`src/rtl/psum_spad_arbiter.sv`:
```
// Arbitrates the single-port psum scratchpad between the PE accumulate path
// (atomic saturating read-modify-write), the drain path and a sequenced zero-fill clear.
module psum_spad_arbiter #(
  parameter int unsigned ADDR_WIDTH = 4,
  parameter int unsigned DATA_WIDTH = 16
) (
  input  logic                  clk,
  input  logic                  reset,
  input  logic                  en,
  input  logic                  clr,
  output logic                  clr_done,
  output logic                  busy,
  input  logic                  acc_req,
  input  logic                  acc_first,
  input  logic [ADDR_WIDTH-1:0] acc_addr,
  input  logic [DATA_WIDTH-1:0] acc_data,
  output logic                  acc_gnt,
  input  logic                  drn_req,
  input  logic [ADDR_WIDTH-1:0] drn_addr,
  output logic                  drn_gnt,
  output logic                  drn_valid,
  output logic [DATA_WIDTH-1:0] drn_data,
  output logic                  sat_flag,
  output logic                  mem_en,
  output logic                  mem_we,
  output logic [ADDR_WIDTH-1:0] mem_addr,
  output logic [DATA_WIDTH-1:0] mem_wdata,
  input  logic [DATA_WIDTH-1:0] mem_rdata
);

  localparam int unsigned DEPTH = 2 ** ADDR_WIDTH;
  localparam logic [ADDR_WIDTH-1:0] LAST_ADDR = ADDR_WIDTH'(DEPTH - 1);
  localparam logic [DATA_WIDTH-1:0] SAT_MAX = {1'b0, {(DATA_WIDTH-1){1'b1}}};
  localparam logic [DATA_WIDTH-1:0] SAT_MIN = {1'b1, {(DATA_WIDTH-1){1'b0}}};

  typedef enum logic [2:0] {IDLE, ACC_RD, ACC_WR, DRN_RD, CLEAR} state_t;

  state_t                state;
  state_t                pick;
  logic                  decide;
  logic                  take_acc;
  logic                  take_drn;
  logic                  rr_drn;
  logic                  clr_pend;
  logic [ADDR_WIDTH-1:0] clr_cnt;
  logic [ADDR_WIDTH-1:0] acc_addr_q;
  logic [DATA_WIDTH-1:0] acc_data_q;
  logic                  acc_first_q;
  logic [ADDR_WIDTH-1:0] drn_addr_q;
  logic [DATA_WIDTH:0]   sum;
  logic                  ovf;
  logic [DATA_WIDTH-1:0] sat_sum;

  // Next operation chosen at a decision point: clear, then enable, then round-robin.
  always_comb begin
    pick     = IDLE;
    take_acc = 1'b0;
    take_drn = 1'b0;
    if (clr || clr_pend) begin
      pick = CLEAR;
    end else if (en) begin
      if (acc_req && (!drn_req || !rr_drn)) begin
        take_acc = 1'b1;
        pick     = acc_first ? ACC_WR : ACC_RD;
      end else if (drn_req) begin
        take_drn = 1'b1;
        pick     = DRN_RD;
      end
    end
  end

  assign decide = (state == IDLE) || (state == ACC_WR) || (state == DRN_RD);

  // Sign-extended add one bit wider so overflow shows as a sign disagreement.
  assign sum     = {mem_rdata[DATA_WIDTH-1], mem_rdata} + {acc_data_q[DATA_WIDTH-1], acc_data_q};
  assign ovf     = sum[DATA_WIDTH] ^ sum[DATA_WIDTH-1];
  assign sat_sum = !ovf ? sum[DATA_WIDTH-1:0] : (sum[DATA_WIDTH] ? SAT_MIN : SAT_MAX);

  always_ff @(posedge clk or posedge reset) begin
    if (reset) begin
      state       <= IDLE;
      rr_drn      <= 1'b0;
      clr_pend    <= 1'b0;
      clr_cnt     <= '0;
      acc_addr_q  <= '0;
      acc_data_q  <= '0;
      acc_first_q <= 1'b0;
      drn_addr_q  <= '0;
      clr_done    <= 1'b0;
      drn_valid   <= 1'b0;
      sat_flag    <= 1'b0;
    end else begin
      clr_done  <= 1'b0;
      drn_valid <= (state == DRN_RD);
      case (state)
        IDLE, ACC_WR, DRN_RD: begin
          state <= pick;
          if (take_acc) begin
            acc_addr_q  <= acc_addr;
            acc_data_q  <= acc_data;
            acc_first_q <= acc_first;
          end
          if (take_drn) drn_addr_q <= drn_addr;
          // Turn passes to the other side only when both were contending.
          if (acc_req && drn_req && (take_acc || take_drn)) rr_drn <= take_acc;
          if (pick == CLEAR) begin
            clr_pend <= 1'b0;
            clr_cnt  <= '0;
          end
        end
        ACC_RD: begin
          state <= ACC_WR;
          if (clr) clr_pend <= 1'b1;
        end
        CLEAR: begin
          clr_cnt <= clr_cnt + ADDR_WIDTH'(1);
          if (clr_cnt == LAST_ADDR) begin
            state    <= IDLE;
            clr_done <= 1'b1;
          end
        end
        default: state <= IDLE;
      endcase
      if (state == ACC_WR && !acc_first_q && ovf) sat_flag <= 1'b1;
      else if (state == CLEAR) sat_flag <= 1'b0;
    end
  end

  // SRAM port decode; idle cycles drive all zeros.
  always_comb begin
    mem_en    = 1'b0;
    mem_we    = 1'b0;
    mem_addr  = '0;
    mem_wdata = '0;
    case (state)
      ACC_RD: begin
        mem_en   = 1'b1;
        mem_addr = acc_addr_q;
      end
      ACC_WR: begin
        mem_en    = 1'b1;
        mem_we    = 1'b1;
        mem_addr  = acc_addr_q;
        mem_wdata = acc_first_q ? acc_data_q : sat_sum;
      end
      DRN_RD: begin
        mem_en   = 1'b1;
        mem_addr = drn_addr_q;
      end
      CLEAR: begin
        mem_en   = 1'b1;
        mem_we   = 1'b1;
        mem_addr = clr_cnt;
      end
      default: ;
    endcase
  end

  assign acc_gnt  = (state == ACC_WR);
  assign drn_gnt  = (state == DRN_RD);
  assign busy     = (state != IDLE);
  assign drn_data = drn_valid ? mem_rdata : '0;

endmodule

```
`config.mk`:
```
export PLATFORM = sky130hd
export DESIGN_NAME = psum_spad_arbiter
export DESIGN_NICKNAME = d
export VERILOG_FILES = /design/src/rtl/psum_spad_arbiter.sv
export SDC_FILE = /design/constraint.sdc
export NUM_CORES = 1
export LEC_CHECK = 0
export ABC_AREA = 0
export CORE_MARGIN = 8
export CORE_UTILIZATION = 51
export DETAILED_ROUTE_END_ITERATION = 6
export MAX_ROUTING_LAYER = met4
export PLACE_DENSITY = 0.94
export SLEW_MARGIN = 20
export SYNTH_ARGS = -nofsm -noshare
export SYNTH_HDL_FRONTEND = slang
export SYNTH_SLANG_ARGS = --single-unit
```
`constraint.sdc`:
```
create_clock -name clk -period 7.4 [get_ports clk]
set_clock_uncertainty 0.2 [all_clocks]
set_input_delay 1.11 -clock clk [delete_from_list [all_inputs] [get_ports clk]]
set_output_delay 1.11 -clock clk [all_outputs]
set_load 0.02 [all_outputs]
```
==> flow_summary.json <==
{
  "grt_pass1_vias": 2908,
  "crit_path_frequent_cell": "clkdlybuf4s50_1",
  "multi_input_area_mm2": 0.001878,
  "drive_above_1_share_pct": 13.38,
  "cp_cell_sequence": "clkdlybuf4s50_1, ha_1, fa_1, a211oi_2, o21ai_1, a31o_1, a22oi_2, nor2_1, a21boi_0, o21a_1, clkdlybuf4s50_1",
  "post-synth-top-area-cell": "dfrtp_1",
  "antenna_found_initial": 0,
  "fin_nets": 460,
  "place_ws_ns": 1.469,
  "grt_usage_pct": 20.94,
  "initial_utilization_pct": 53.00,
  "maxCapViolations": 0,
  "path_max_fanout": 16,
  "gp_congestion": 0.9263,
  "r2r_cells": 8,
  "core-area_mm2": 0.005540,
  "antenna_left": 0,
  "drt_iter0_drc": 173,
  "drtPass1Iterations": 4,
  "worstSkewPairLatency_ns": 0.29,
  "grt_max_degree": 38,
  "syn_area_per_cell_um2": 9.322,
  "dieArea_mm2": 0.008442,
  "finalCriticalPeriod_ns": 5.966,
  "outcome": "completed",
  "drc": 0,
  "syn_to_final_growth_pct": 33.92,
  "post_cts_buffers": 0,
  "final_hold_viol_count": 0,
  "grt.overflow.total": 0,
  "power.leakage_nw": 1.662,
  "vdd_drop_max_uv": 183.3,
  "vias_per_cell": 5.808,
  "synth_edf_count": 0,
  "antenna_cells": 0,
  "synth_cell_types": 46,
  "tritoncts": "yes",
  "ios": 91,
  "ctsLongestPathBuffers": 2,
  "netlist.area_leader.share_pct": 31.53,
  "min_from": "rr_drn",
  "synth.net_count": 380,
  "drt_wl_total_um": 8552,
  "cts.clk_slew.worst_paths_ns": 0.07,
  "slew_viol_final": 0,
  "die_w_um": 91.88,
  "netlist_instances": 315,
  "fmax_mhz": 167.6,
  "io_buffers": 90,
  "r2r-end": "sat_flag",
  "worstPathArrival_ns": 4.66,
  "synth_area_mm2": 0.002937,
  "critPathSlowestCell": "a22oi_2",
  "ys_seq_elements": 37,
  "fin_util_pct": 70.98,
  "fin_crit_sh_pct": 80.62,
  "cp-end-kind": "output port",
  "slew_headroom_pct": 39.89,
  "worstHoldPathCells": 1,
  "n_fill_cell": 408,
  "synth-seq-area-share_pct": 31.53,
  "final_common_cell": "clkdlybuf4s50_1",
  "ys.flop_type": "dfrtp_1",
  "start_kind": "input port",
  "hold_class": "flop to flop",
  "slowest_delay_ns": 0.73,
  "vias": 2718,
  "holdBufCountCts": 0,
  "holdPathEnd": "rr_drn",
  "cts-resized-gates": 0,
  "power_density_mw_per_mm2": 366.3,
  "final-setup-viol-count": 0,
  "r2r_start": "acc_data_q[0]",
  "cts_max_level": 2,
  "setup_slack_ns": 1.434,
  "grt_pass1_wl_um": 14170,
  "avgRoutedWirePerCell_um": 18.27,
  "fin_tns_setup_ns": 0,
  "rsz0062_at_grt": "false",
  "required_ns": 6.09,
  "num_rows": 27,
  "worst_pin_slew_ns": 0.9016,
  "final_cell_mix": "clkdlybuf4s50_1 (90), dfrtp_1 (37), o21ai_0 (28)",
  "yosysWarnings": 0,
  "seq_area_um2": 925.9,
  "cts_made_buffers": 5,
  "clockRootBuffer": "clkbuf_8",
  "whs_ns": 0.3064,
  "fp.dieH_um": 91.88,
  "ys_top_cells_by_area": "dfrtp_1 (32%), mux2_2 (10%), ha_1 (7.2%)",
  "critical_path_class": "input port to output port",
  "clock_sinks": 37,
  "async_flop_share_pct": 100.0,
  "post-dp-hpwl_um": 6484,
  "reg2reg_slack_ns": 4.23
}
logic make-up after synthesis:
group | Yosys count | synth area share [%]
buffers and inverters | 27 | 4.686
adder cells (fa/ha/maj) | 32 | 13.00
AO/OA/AOI/OAI | 90 | 19.64
multiplexers | 28 | 10.69
AND/OR/NAND/NOR | 83 | 14.44
XOR/XNOR | 18 | 6.008
flip-flops | 37 | 31.53
final cells by class:
class,instances,area share (%)
Inverter,9,0.8591
Clock inverter,2,0.3500
Clock buffer,6,2.100
Tap cell,72,2.291
Multi-Input combinational cell,251,47.76
Timing Repair Buffer,91,23.10
Sequential cell,37,23.54
state kept, by name, summed over array words and instances (netlist names):
name / cells
acc_addr_q: 4
acc_data_q: 16
acc_first_q: 1
clr_cnt: 4
clr_done: 1
clr_pend: 1
drn_addr_q: 4
drn_valid: 1
rr_drn: 1
sat_flag: 1
state: 3
worst max-delay path by stage:
stage            startpoint            end  slack [ns]
2_1_floorplan  mem_rdata[0]  mem_wdata[15]        2.88
3_3_place_gp   mem_rdata[0]   mem_wdata[1]        1.56
3_5_place_dp   mem_rdata[0]   mem_wdata[0]        1.47
4_1_cts        mem_rdata[0]   mem_wdata[0]        1.46
5_1_grt        mem_rdata[0]   mem_wdata[0]        1.27
6_report       mem_rdata[0]   mem_wdata[0]        1.43
cells in the mapped netlist (2+ instances only):
| cell | number |
|---|---|
| buf_4 | 2 |
| xor2_1 | 6 |
| o31ai_1 | 2 |
| and2_1 | 19 |
| buf_2 | 5 |
| dfrtp_1 | 37 |
| a21oi_1 | 23 |
| and3_1 | 5 |
| a21o_1 | 7 |
| nand3_1 | 9 |
| a21oi_2 | 4 |
| clkbuf_1 | 8 |
| o21ai_1 | 2 |
| nor2_1 | 15 |
| nand4_1 | 2 |
| maj3_2 | 7 |
| nor3_1 | 5 |
| a31oi_1 | 4 |
| o2111ai_1 | 2 |
| inv_1 | 9 |
| o21ai_0 | 28 |
| buf_6 | 3 |
| ha_1 | 17 |
| maj3_1 | 7 |
| a31o_1 | 2 |
| mux2_2 | 27 |
| xnor2_1 | 11 |
| a22oi_1 | 4 |
| o211ai_1 | 2 |
| nor3b_1 | 2 |
| nand2b_1 | 2 |
| nand2_1 | 23 |
metal layers:
layer  wire length (µm)  GRT usage [%]
met1               3676          24.59
met4                187          7.517
met2               4246          35.04
met3                441          3.749
met5                  0              -
worst max-delay path: cells and delay by family:
family	cells	cell delay (ns)
buf+inv	2	0.96
fa+ha+maj	2	0.68
compound gates	6	1.78
simple gates	1	0.12
through the flow:
step / total power (W) / instances / cell area, µm²
floorplan: 0.001079 / 315 / 2937
global placement: 0.001240 / 460 / 3831
detailed placement: 0.001269 / 460 / 3831
CTS: 0.001432 / 468 / 3928
global route: 0.001544 / 468 / 3933
finish: 0.001440 / 468 / 3933
power by group:
part | leakage, nW | internal [W] | switching (W) | total, W
Clock | 0.0512 | 0.0000755 | 0.0000764 | 0.000152
Sequential | 0.472 | 0.000286 | 0.0000863 | 0.000372
Combinational | 1.14 | 0.000420 | 0.000496 | 0.000916
Total | 1.66 | 0.000782 | 0.000659 | 0.00144
Power figures use the tool's default switching activity.
